`src/rtl/load_store_unit.sv`:
```
// Memory-access stage: single-outstanding req/gnt/rvalid data-memory transaction with lane steering.
// Optional build macro LSU_MISALIGN_TRAP_EN: misaligned accesses fault instead of being force-aligned.
module load_store_unit #(
  parameter int unsigned TIMEOUT = 255
) (
  input  logic        clk,
  input  logic        rst,
  input  logic        ex_valid,
  input  logic        ex_load,
  input  logic        ex_store,
  input  logic [2:0]  ex_funct3,
  input  logic [63:0] ex_addr,
  input  logic [63:0] ex_wdata,
  output logic        lsu_stall,
  output logic        lsu_done,
  output logic [63:0] lsu_rdata,
  output logic        lsu_fault,
  output logic        dmem_req,
  output logic        dmem_we,
  output logic [63:0] dmem_addr,
  output logic [63:0] dmem_wdata,
  output logic [7:0]  dmem_wstrb,
  input  logic        dmem_gnt,
  input  logic        dmem_rvalid,
  input  logic [63:0] dmem_rdata
);

  localparam int unsigned CW = 16;

  typedef enum logic [1:0] {IDLE, REQ, WAIT, DONE} state_t;

  state_t        state;
  logic [CW-1:0] cnt;
  logic          is_load;
  logic [2:0]    f3;
  logic [2:0]    off;

  logic          start;
  logic          tmo;
  logic [2:0]    align_mask;
  logic [2:0]    off_al;
  logic [7:0]    strb_base;
  logic [63:0]   st_wdata;
  logic [7:0]    st_strb;
  logic [63:0]   raw;
  logic [63:0]   ld_ext;

  assign start = ex_valid & (ex_load | ex_store);
  assign tmo   = (cnt == CW'(TIMEOUT - 1));

  // Size-derived alignment mask and byte-enable pattern for the incoming access
  always_comb begin
    align_mask = 3'b111;
    strb_base  = 8'h01;
    case (ex_funct3[1:0])
      2'b00: begin align_mask = 3'b111; strb_base = 8'h01; end
      2'b01: begin align_mask = 3'b110; strb_base = 8'h03; end
      2'b10: begin align_mask = 3'b100; strb_base = 8'h0F; end
      default: begin align_mask = 3'b000; strb_base = 8'hFF; end
    endcase
  end

  assign off_al   = ex_addr[2:0] & align_mask;
  assign st_wdata = ex_wdata << {off_al, 3'b000};
  assign st_strb  = strb_base << off_al;

`ifdef LSU_MISALIGN_TRAP_EN
  logic misal;
  assign misal = |(ex_addr[2:0] & ~align_mask);
`endif

  // Right-align the addressed lanes and extend per the latched funct3
  assign raw = dmem_rdata >> {off, 3'b000};
  always_comb begin
    ld_ext = raw;
    case (f3)
      3'b000: ld_ext = {{56{raw[7]}}, raw[7:0]};
      3'b001: ld_ext = {{48{raw[15]}}, raw[15:0]};
      3'b010: ld_ext = {{32{raw[31]}}, raw[31:0]};
      3'b100: ld_ext = {56'd0, raw[7:0]};
      3'b101: ld_ext = {48'd0, raw[15:0]};
      3'b110: ld_ext = {32'd0, raw[31:0]};
      default: ld_ext = raw;
    endcase
  end

  assign lsu_stall = ((state == IDLE) & start) | (state == REQ) | (state == WAIT);

  always_ff @(posedge clk or posedge rst) begin
    if (rst) begin
      state      <= IDLE;
      cnt        <= '0;
      is_load    <= 1'b0;
      f3         <= 3'd0;
      off        <= 3'd0;
      lsu_done   <= 1'b0;
      lsu_fault  <= 1'b0;
      lsu_rdata  <= 64'd0;
      dmem_req   <= 1'b0;
      dmem_we    <= 1'b0;
      dmem_addr  <= 64'd0;
      dmem_wdata <= 64'd0;
      dmem_wstrb <= 8'd0;
    end else begin
      lsu_done  <= 1'b0;
      lsu_fault <= 1'b0;
      case (state)
        IDLE: begin
          if (start) begin
`ifdef LSU_MISALIGN_TRAP_EN
            if (misal) begin
              state     <= DONE;
              lsu_done  <= 1'b1;
              lsu_fault <= 1'b1;
            end else begin
`endif
              state      <= REQ;
              cnt        <= '0;
              is_load    <= ex_load;
              f3         <= ex_funct3;
              off        <= off_al;
              dmem_req   <= 1'b1;
              dmem_we    <= ~ex_load;
              dmem_addr  <= {ex_addr[63:3], 3'b000};
              dmem_wdata <= ex_load ? 64'd0 : st_wdata;
              dmem_wstrb <= ex_load ? 8'd0 : st_strb;
`ifdef LSU_MISALIGN_TRAP_EN
            end
`endif
          end
        end
        REQ: begin
          // Completion wins over timeout when both land in the same cycle
          if (dmem_gnt & dmem_rvalid) begin
            state    <= DONE;
            dmem_req <= 1'b0;
            lsu_done <= 1'b1;
            if (is_load) lsu_rdata <= ld_ext;
          end else if (tmo) begin
            state     <= DONE;
            dmem_req  <= 1'b0;
            lsu_done  <= 1'b1;
            lsu_fault <= 1'b1;
            lsu_rdata <= 64'd0;
          end else if (dmem_gnt) begin
            state    <= WAIT;
            dmem_req <= 1'b0;
            cnt      <= cnt + CW'(1);
          end else begin
            cnt <= cnt + CW'(1);
          end
        end
        WAIT: begin
          if (dmem_rvalid) begin
            state    <= DONE;
            lsu_done <= 1'b1;
            if (is_load) lsu_rdata <= ld_ext;
          end else if (tmo) begin
            state     <= DONE;
            lsu_done  <= 1'b1;
            lsu_fault <= 1'b1;
            lsu_rdata <= 64'd0;
          end else begin
            cnt <= cnt + CW'(1);
          end
        end
        default: begin
          state <= IDLE;
        end
      endcase
    end
  end

endmodule
```
`config.mk`:
```
export PLATFORM = sky130hd
export DESIGN_NAME = load_store_unit
export DESIGN_NICKNAME = d
export VERILOG_FILES = /design/src/rtl/load_store_unit.sv
export SDC_FILE = /design/constraint.sdc
export NUM_CORES = 1
export LEC_CHECK = 0
export CORE_ASPECT_RATIO = 0.6
export CORE_MARGIN = 2
export CORE_UTILIZATION = 50
export CTS_CLUSTER_DIAMETER = 100
export DETAILED_ROUTE_END_ITERATION = 10
export PLACE_DENSITY = 0.87
export SLEW_MARGIN = 20
export SYNTH_ARGS = -nofsm -noshare
export SYNTH_HDL_FRONTEND = slang
export SYNTH_SLANG_ARGS = --single-unit
export TNS_END_PERCENT = 50
```
`constraint.sdc`:
```
create_clock -name clk -period 11.03 [get_ports clk]
set_input_delay 1.103 -clock clk [delete_from_list [all_inputs] [get_ports clk]]
set_output_delay 1.103 -clock clk [all_outputs]
set_load 0.1 [all_outputs]
```
Word level (Yosys, flattened, before mapping) --
Index checks and enable logic that the tools add are counted.
Word-level totals: flip-flop bits (word level) 226, bits of input ports 202, output and inout port bits 205
Operators by class: $add $sub $neg 1, equal/unequal tests 15, shifts and indexed selects 3, muxes and demuxes 34, bitwise logic cells 8, reductions and logical operators 10
Operators with widths (number):
- one-hot mux 64 bit (6 select lines) | 1
- two-way mux 64 bit | 5
- one-hot mux 64 bit (2 select lines) | 1
- two-way mux 16 bit | 4
- left shift 64 x 6 -> 64 bit | 1
- right shift 64 x 6 -> 64 bit | 1
- one-hot mux 16 bit (3 select lines) | 1
- one-hot mux 8 bit (3 select lines) | 1
- adder 16 x 1 -> 16 bit, second input constant | 1
- == test 16 x 8 -> 1 bit, second input constant | 1
- two-way mux 2 bit | 6
- == test 3 bit, second input constant | 3
- two-way mux 1 bit | 9
- one-hot mux 3 bit (3 select lines) | 1
- two-way mux 8 bit | 1
- left shift 8 x 3 -> 8 bit | 1
- != test 2 bit, second input constant | 3
- one-hot mux 1 bit (2 select lines) | 3
- one-hot mux 2 bit (3 select lines) | 1
- AND reduction 3 bit | 2
- == test 2 x 1 -> 1 bit, second input constant | 2
- == test 2 bit, second input constant | 2
- zero test 2 bit | 2
- != test 4 x 3 -> 1 bit, second input constant | 1
- 12 further kinds | 17

Depth between registers and ports, before layout --
Gate-level depths: netlist (run 1).
word-level depth 5, gate-level depth with buffers 10, mapped depth without buffers 7

Least setup slack after synthesis (run 1) --
Ideal clock, no wire load.
path kind input port to output port, start input ex_load, end output lsu_stall, arrival time 2.555 ns, path slack 7.372 ns, stages on the path 4, buffers on the path 2, cell sequence o211ai_1 > clkbuf_1 > clkbuf_1 > nand2_1
Between the ends: cells in the longest elaborated chain, start to end 5
RTL lines:
- from (decl) | RTL line 9 | input logic ex_load,
- OR 1 bit | RTL line 48 | assign start = ex_valid & (ex_load | ex_store);
- bitwise AND 1 bit | RTL line 48
- bitwise AND 1 bit | RTL line 87 | assign lsu_stall = ((state == IDLE) & start) | (state == REQ) | (state == WAIT);
- OR 1 bit (2 in a row) | RTL line 87
- to (decl) | RTL line 14 | output logic lsu_stall,
No other way between the ends.

Worst setup path in the final report (run 1) --
start input ex_valid, end output lsu_stall
Between the ends: cells in the longest elaborated chain, start to end 4
RTL lines:
- from (decl) | RTL line 8 | input logic ex_valid,
- bitwise AND 1 bit | RTL line 48
- bitwise AND 1 bit | RTL line 87
- OR 1 bit (2 in a row) | RTL line 87
No other way between the ends.

==> results.txt, run 1 <==
The clock latency on the worst-skew pair is 0.52 ns. After clock tree synthesis, the repair step resized 0 gates. The horizontal die dimension is 205 um, and the mapped cell area is 12100 sq um. Max-slew violation count: 0. The maximum buffer depth of the clock tree was 3; the global placement routability congestion was 1.03. The predominant post-synthesis flop cell is sky130_fd_sc_hd__dfrtp_1. The number of distinct library cell variants in the gate-level netlist after synthesis is 71. For the worst setup path, the data required time is 9.93 ns. The time the worst path needs with I/O delays and setup came out at 4.35 ns. The flow ran to the end, and the final reports show no timing, DRC or antenna violations. The placeable core region is 24000 sq um. TritonCTS built the clock tree.

TritonCTS created 22 clock buffers. At the pin with the least slew margin, the transition time is 1.10 ns. The portion of the post-synthesis area used by sequential elements is 0.467. Layout overhead on the synthesized area: 40.7%. In this run the count of I/O pins placed on the die edge is 407. The first detailed-routing pass ran for 8 iterations.

The critical path in this run is classified as in2out. The run gives 0 as the final number of hold-violating endpoints. The total number of H-tree levels is 1.

STA classifies the critical path endpoint as a primary output. The synthesized design contains 0 enable-type register cells. Dividing the detail-routed via count by the number of cells gives 6.04.

The synthesized area per cell is 9.44 sq um. After the last flow step, the layout net total stands at 1839. The pin count of the biggest net entering global routing was 147. The layout cell share with drive strength beyond 1 is 0.0711, and the violation count after the first detailed-route iteration is 1340.

Clock tree synthesis found a total of 226 sinks. The tools report the largest clock skew in the final design as 0.0171 ns. The count of input and output buffers is 403, and the total number of yosys warnings is 0. In this run the vertical extent of the chip is 125 um. The largest fanout on the critical path is 15. Share of synthesized registers carrying an async set or reset: 1.00. The tools report the cell at the root of the clock tree as sky130_fd_sc_hd__clkbuf_16. The post-cts hold buffer count came out at 0.

For the global-route usage over all layers, the log shows 0.352. Setup repair after global routing left no endpoint under its margin. After routing, the total negative slack on setup checks comes to 0 ns. The wire length of the first global-routing pass is 69.2 mm. Across the run, the number of max-cap violations was 0. The logs give 0.264 for the headroom to the max-slew limit and 0 for the number of nets still failing antenna checks after routing.

After clock tree synthesis, the clock-pin slew on the worst setup and hold paths is 0.07 ns. After detailed routing, the total wire length is 45.4 mm. The die covers 25500 sq um. After detailed routing, the number of remaining DRC violations is 0.

In the final routed layout, each cell accounts on average for 23.0 um. The worst setup path is launched from an input port. The logs give 0.710 for the final cell utilization of the core and 44 for the row count.

For the arrival time of the worst setup path, the log shows 3.24 ns. The run gives 1284 as the synthesized netlist cell count. For the via count, the log shows 11.9k. Across all hold checks on the routed design, the worst slack comes to 0.472 ns. The number of setup buffers added after CTS is 0.

Setup violations remaining at the end of the flow were counted as 0. Summed over all nets, the half-perimeter wirelength after detailed placement is 33.3 mm. Number of antenna violations at the first check in global routing: 5. The initial cell density of the core was 0.505; the fmax was 230 MHz.

The flip-flop and latch count after synthesis came out at 226. The worst hold path class is reg2reg. The final cycle utilization of the critical path was 0.394. The number of global-route vias before repair is 11.8k, and the sum of overflow across all layers after global routing is 0.
==> cells in the final DEF (no fill, tap or decap), types with 8 or more instances in the layout <==
cell | synthesis | final
sky130_fd_sc_hd__nand2_1 | 368 | 368
sky130_fd_sc_hd__a221oi_1 | 28 | 28
sky130_fd_sc_hd__a22o_1 | 21 | 21
sky130_fd_sc_hd__a32o_1 | 8 | 8
sky130_fd_sc_hd__nor2b_1 | 13 | 12
sky130_fd_sc_hd__nand3_1 | 15 | 15
sky130_fd_sc_hd__a31oi_1 | 22 | 22
sky130_fd_sc_hd__mux2_2 | 32 | 32
sky130_fd_sc_hd__a211oi_1 | 17 | 17
sky130_fd_sc_hd__dfrtp_1 | 226 | 225
sky130_fd_sc_hd__clkbuf_16 | 0 | 23
sky130_fd_sc_hd__clkdlybuf4s50_1 | 0 | 403
sky130_fd_sc_hd__buf_4 | 7 | 14
sky130_fd_sc_hd__a21oi_1 | 37 | 36
sky130_fd_sc_hd__a22oi_1 | 10 | 10
sky130_fd_sc_hd__o21ai_0 | 53 | 53
sky130_fd_sc_hd__and2_1 | 11 | 11
sky130_fd_sc_hd__inv_1 | 12 | 11
sky130_fd_sc_hd__mux4_2 | 10 | 10
sky130_fd_sc_hd__o2bb2ai_1 | 10 | 10
sky130_fd_sc_hd__nor3_1 | 12 | 12
sky130_fd_sc_hd__nor2_1 | 44 | 44
sky130_fd_sc_hd__a32oi_1 | 8 | 8
sky130_fd_sc_hd__mux2i_1 | 111 | 111
==> flip-flops by register name (all words and copies together), names as in the netlist <==
name        flops
cnt            16
dmem_addr      61
dmem_req        1
dmem_wdata     64
dmem_we         1
dmem_wstrb      8
f3              3
is_load         1
lsu_done        1
lsu_fault       1
lsu_rdata      64
off             3
state           2
==> Yosys cell counts, types with 3 or more instances <==
library cell,number,share of area
sky130_fd_sc_hd__mux2i_1,111,0.092
sky130_fd_sc_hd__nor4_1,7,0.0036
sky130_fd_sc_hd__clkbuf_1,58,0.018
sky130_fd_sc_hd__o2111ai_1,5,0.0036
sky130_fd_sc_hd__o211ai_1,3,0.0019
sky130_fd_sc_hd__a32oi_1,8,0.0058
sky130_fd_sc_hd__a31oi_1,22,0.011
sky130_fd_sc_hd__a22o_1,21,0.015
sky130_fd_sc_hd__dfrtp_1,226,0.47
sky130_fd_sc_hd__o2bb2ai_1,10,0.0072
sky130_fd_sc_hd__o21ai_0,53,0.022
sky130_fd_sc_hd__buf_4,7,0.0043
sky130_fd_sc_hd__mux4_2,10,0.019
sky130_fd_sc_hd__buf_2,21,0.0087
sky130_fd_sc_hd__a222oi_1,5,0.0041
sky130_fd_sc_hd__xor2_1,6,0.0043
sky130_fd_sc_hd__and3_1,3,0.0015
sky130_fd_sc_hd__ha_1,6,0.0062
sky130_fd_sc_hd__nor3_1,12,0.0050
sky130_fd_sc_hd__a21o_1,4,0.0025
sky130_fd_sc_hd__o22ai_1,6,0.0031
sky130_fd_sc_hd__inv_1,12,0.0037
sky130_fd_sc_hd__o21a_1,3,0.0019
sky130_fd_sc_hd__o31ai_1,7,0.0043
sky130_fd_sc_hd__nand2_1,368,0.11
sky130_fd_sc_hd__a221oi_1,28,0.020
sky130_fd_sc_hd__a21oi_2,5,0.0036
sky130_fd_sc_hd__xnor2_1,6,0.0043
sky130_fd_sc_hd__a2bb2oi_1,3,0.0022
sky130_fd_sc_hd__nand4_1,7,0.0036
sky130_fd_sc_hd__a21oi_1,37,0.015
sky130_fd_sc_hd__nand2b_1,7,0.0036
sky130_fd_sc_hd__a22oi_1,10,0.0062
sky130_fd_sc_hd__nor2_1,44,0.014
sky130_fd_sc_hd__buf_1,10,0.0031
sky130_fd_sc_hd__and2_1,11,0.0057
sky130_fd_sc_hd__nor2b_1,13,0.0067
sky130_fd_sc_hd__nand3_1,15,0.0062
sky130_fd_sc_hd__a32o_1,8,0.0066
sky130_fd_sc_hd__or4_1,3,0.0019
sky130_fd_sc_hd__a211oi_1,17,0.011
sky130_fd_sc_hd__mux2_2,32,0.030
==> kinds of logic (layout without fill, tap and decap cells) <==
group,Yosys count,after routing,share of synthesized area
flops,226,226,0.467
other cells,1,6,0.000309
simple gates,504,504,0.178
mux,153,153,0.140
fa+ha+maj,6,6,0.00619
xor+xnor,12,12,0.00867
compound gates,272,272,0.161
buf+inv,110,470,0.0390
==> layout make-up <==
type,instances,area [sq um]
sequential,226,5660
timing repair buffer,418,4150
fill,1790,6950
clock buffer,27,611
antenna,3,7.51
inverter,13,56.3
multi-input combinational,950,6040
clock inverter,12,129
tap,322,403
==> critical path, cell delays in order <==
cell and delay, ns:
sky130_fd_sc_hd__clkdlybuf4s50_1 0.55, sky130_fd_sc_hd__o211ai_1 0.13, sky130_fd_sc_hd__buf_4 0.24, sky130_fd_sc_hd__nand2_1 0.08, sky130_fd_sc_hd__clkdlybuf4s50_1 1.13
==> metal layers <==
| metal | vias to the layer above | global-route usage | routed length [um] |
|---|---|---|---|
| met2 | 656 | 0.514 | 19600 |
| li1 | 5278 | - | - |
| met1 | 5891 | 0.511 | 19300 |
| met5 | - | 0 | 32 |
| met3 | 83 | 0.111 | 5440 |
| met4 | 4 | 0.0855 | 1090 |
==> stage by stage <==
step                      worst slack [ns]  cell area, sq um  std cells
after floorplan                       3.74             12100       1286
after global placement                6.71             16300       1929
after detailed placement              6.69             16300       1929
after CTS                             6.69             17000       1968
after global routing                  6.59             17100       1971
final                                 6.68             17100       1971
==> path summary, 6_finish.rpt <==
| path | from | end | slack, ns | depth (start not counted) |
|---|---|---|---|---|
| min in group asynchronous | rst | dmem_addr[41] | 1.21 | 2 |
| worst max register to register | off[1] | lsu_rdata[52] | 7.49 | 7 |
| max in group asynchronous | rst | off[1] | 8.42 | 3 |
| worst min register to register | dmem_addr[61] | dmem_addr[61] | 0.47 | 2 |
| worst max-delay path | ex_valid | lsu_stall | 6.68 | 5 |
| worst min-delay path | dmem_addr[61] | dmem_addr[61] | 0.47 | 2 |
Power of run 1 is left out: the tool's default activity adds up to more than one toggle a clock period on the data nets, which glitch-free logic cannot reach.
==> run 2: changes to the inputs <==
CORE_UTILIZATION = 47   (was 50)
PLACE_DENSITY = 0.82   (was 0.87)
clock period = 4.2 ns   (was 11.03 ns; I/O delays follow)
==> results.txt, run 2 (synthesized netlist as in run 1, its figures left out) <==
The tools report the worst setup slack for register-to-register paths as 1.06 ns (-6.43 ns). The final cycle utilization of the critical path works out to 0.748. In this run the critical register-to-register path is captured at lsu_rdata[30]. The total length of routed wires is 47.8 mm (+5.3%), and the headroom to the max-slew limit is 0.266 (+0.00174).

The clock latency on the worst-skew pair is 0.54 ns (+0.02 ns). The detailed placer's ending HPWL came out at 36.0 mm (+8.1%). TritonCTS built the clock tree.

The vertical extent of the die works out to 128 um (+3.0%). The cell area after placement came out at 16400 sq um (+0.77%). The tools report the source of the worst register-to-register timing path as state[1]. Number of max-capacitance violations reported: 0 (unchanged). STA classifies the critical path startpoint as a flop.

STA classifies the critical path endpoint as a flop. The largest registers in the layout are dmem_wdata (64), lsu_rdata (64), dmem_addr (61). Total number of H-tree levels: 1 (unchanged). Worst hold path class: in2async. The total setup violations reported at the end of the flow was 0 (unchanged); the global placement routability congestion was 1.05 (+2.0%).

The max-slew violation count was 0 (unchanged); the horizontal die dimension was 211 um (+3.1%). The number of setup buffers added after CTS came out at 0 (unchanged). The run gives 1303 (-2.8%) as the violation count after the first detailed-route iteration. The tools report the startpoint of the most critical setup path as state[1]. The most common library cell in the layout ignoring fill and taps was sky130_fd_sc_hd__clkdlybuf4s50_1. The met1 usage was 0.510 (about the same); the count of nets after finishing was 1849 (+0.54%). The largest clock skew in the final design is 0.0162 ns (-0.000918 ns), and the critical path data required time is 4.59 ns (-5.34 ns). The measured slew at the worst slew-check pin is 1.10 ns (-0.00260 ns). Clock-pin slew on the worst setup and hold paths: 0.07 ns (about the same).

The logs give 11.6k (-1.3%) for the number of global-route vias before repair and 45 (+2.3%) for the row count. The layer with the highest usage after global routing was met1. The tools report the cell at the root of the clock tree as sky130_fd_sc_hd__clkbuf_16. The worst path needs 3.14 ns of the cycle, external delays included.

The count of input and output buffers is 403 (unchanged). The overall die area was 27100 sq um (+6.2%). In this run the worst setup path terminates at lsu_rdata[30]. Compared with the post-synthesis result, the final layout area differs by 42.3%. The finished layout cell area was 17200 sq um (+1.1%); the logic depth of the worst register-to-register path was 7 (unchanged). The worst setup path is of the reg2reg kind. Met3 layer usage reported by global route: 0.130 (+0.0191). The run gives 0.485 (-0.0292) as the met2 demand-to-capacity share in global routing. The number of nets still failing antenna checks after routing was 0 (unchanged); the layout cell share with drive strength beyond 1 was 0.0778 (+0.00672).

Initial cell density of the core: 0.478 (-0.0266). The pin count of the biggest net entering global routing is 140 (-4.8%), and the post-detailed-route via-to-cell ratio is 6.02 (-0.43%). The run gives 0 ns (unchanged) as the total negative setup slack. The number of iterations in the first detailed-routing pass is 9 (+1). Arrival time of the worst setup path: 3.53 ns (+0.29 ns). In the layout the commonest cells are sky130_fd_sc_hd__clkdlybuf4s50_1, sky130_fd_sc_hd__nand2_1, sky130_fd_sc_hd__dfrtp_1, sky130_fd_sc_hd__mux2i_1, sky130_fd_sc_hd__o21ai_0.

The logs give 0 (unchanged) for the final number of hold-violating endpoints and 3 (unchanged) for the maximum buffer depth of the clock tree. The post-cts hold buffer count is 0 (unchanged), and the number of gates resized after CTS is 0 (unchanged). The number of clock buffers inserted by TritonCTS was 23 (+4.5%); the detailed-route wire length per cell was 24.0 um (+4.3%). The number of design rule violations left after detail routing was 0 (unchanged). The logs give 71.3 mm (+3.0%) for the wire length of the first global-routing pass and 3 (-2) for the number of antenna violations at the first check in global routing. Setup repair after global routing left no endpoint under its margin.

The placeable core region was 25300 sq um (+5.6%). Fmax: 318 MHz. The tools report the post-route worst hold slack as 0.336 ns (-0.136 ns). For the final setup slack of the worst path, the log shows 1.06 ns (-5.63 ns). The CTS sink count was 226 (unchanged); the largest fanout on the critical path was 15 (unchanged). I/O pin total: 407 (unchanged).

The sum of overflow across all layers after global routing was 0 (unchanged). The via count is 12.0k (+0.53%). The run finished with clean final reports. Worst-case setup slack after placement: 1.08 ns (-5.61 ns). Global-route usage over all layers: 0.347 (-0.00560).
run 2: final cells by class:
cell class	count	area, sq um
inverter	13	52.6
clock inverter	11	159
timing repair buffer	427	4270
clock buffer	31	656
fill	1973	8100
multi-input combinational	950	6020
sequential	226	5660
antenna	3	7.51
tap	329	412
run 2: how the worst min path moves through the flow:
stage             startpoint       endpoint  slack (ns)  cells after the start
2_1_floorplan       state[0]       state[0]        0.50                      2
3_3_place_gp   dmem_wstrb[2]  dmem_wstrb[2]        0.45                      2
3_5_place_dp    dmem_addr[5]   dmem_addr[5]        0.46                      2
4_1_cts                  rst  dmem_addr[49]        0.35                      2
5_1_grt                  rst  dmem_addr[49]        0.37                      2
6_report                 rst  dmem_addr[49]        0.34                      2
run 2: routing by layer:
layer  part of all wire  wire (um)  up-vias
met5            0.00054         26        -
met4              0.023       1120        4
met3               0.14       6590       93
met2               0.41      19500      751
met1               0.43      20600     5829
li1                   -          -     5298
run 2: metrics by stage:
step | utilization | cells
after CTS | 0.680 | 1987
final | 0.680 | 1990
after detailed placement | 0.648 | 1945
after global placement | 0.648 | 1945
after global routing | 0.680 | 1989
after floorplan | - | 1286
run 2: critical path: stages, from the launching register on:
cell,delay (ns)
sky130_fd_sc_hd__dfrtp_1,0.41
sky130_fd_sc_hd__inv_1,0.08
sky130_fd_sc_hd__ha_1,0.51
sky130_fd_sc_hd__or4b_1,0.56
sky130_fd_sc_hd__nor4_4,0.45
sky130_fd_sc_hd__nand2_1,0.57
sky130_fd_sc_hd__a21oi_1,0.34
sky130_fd_sc_hd__a21oi_1,0.08
Power of run 2 is left out for the same reason.
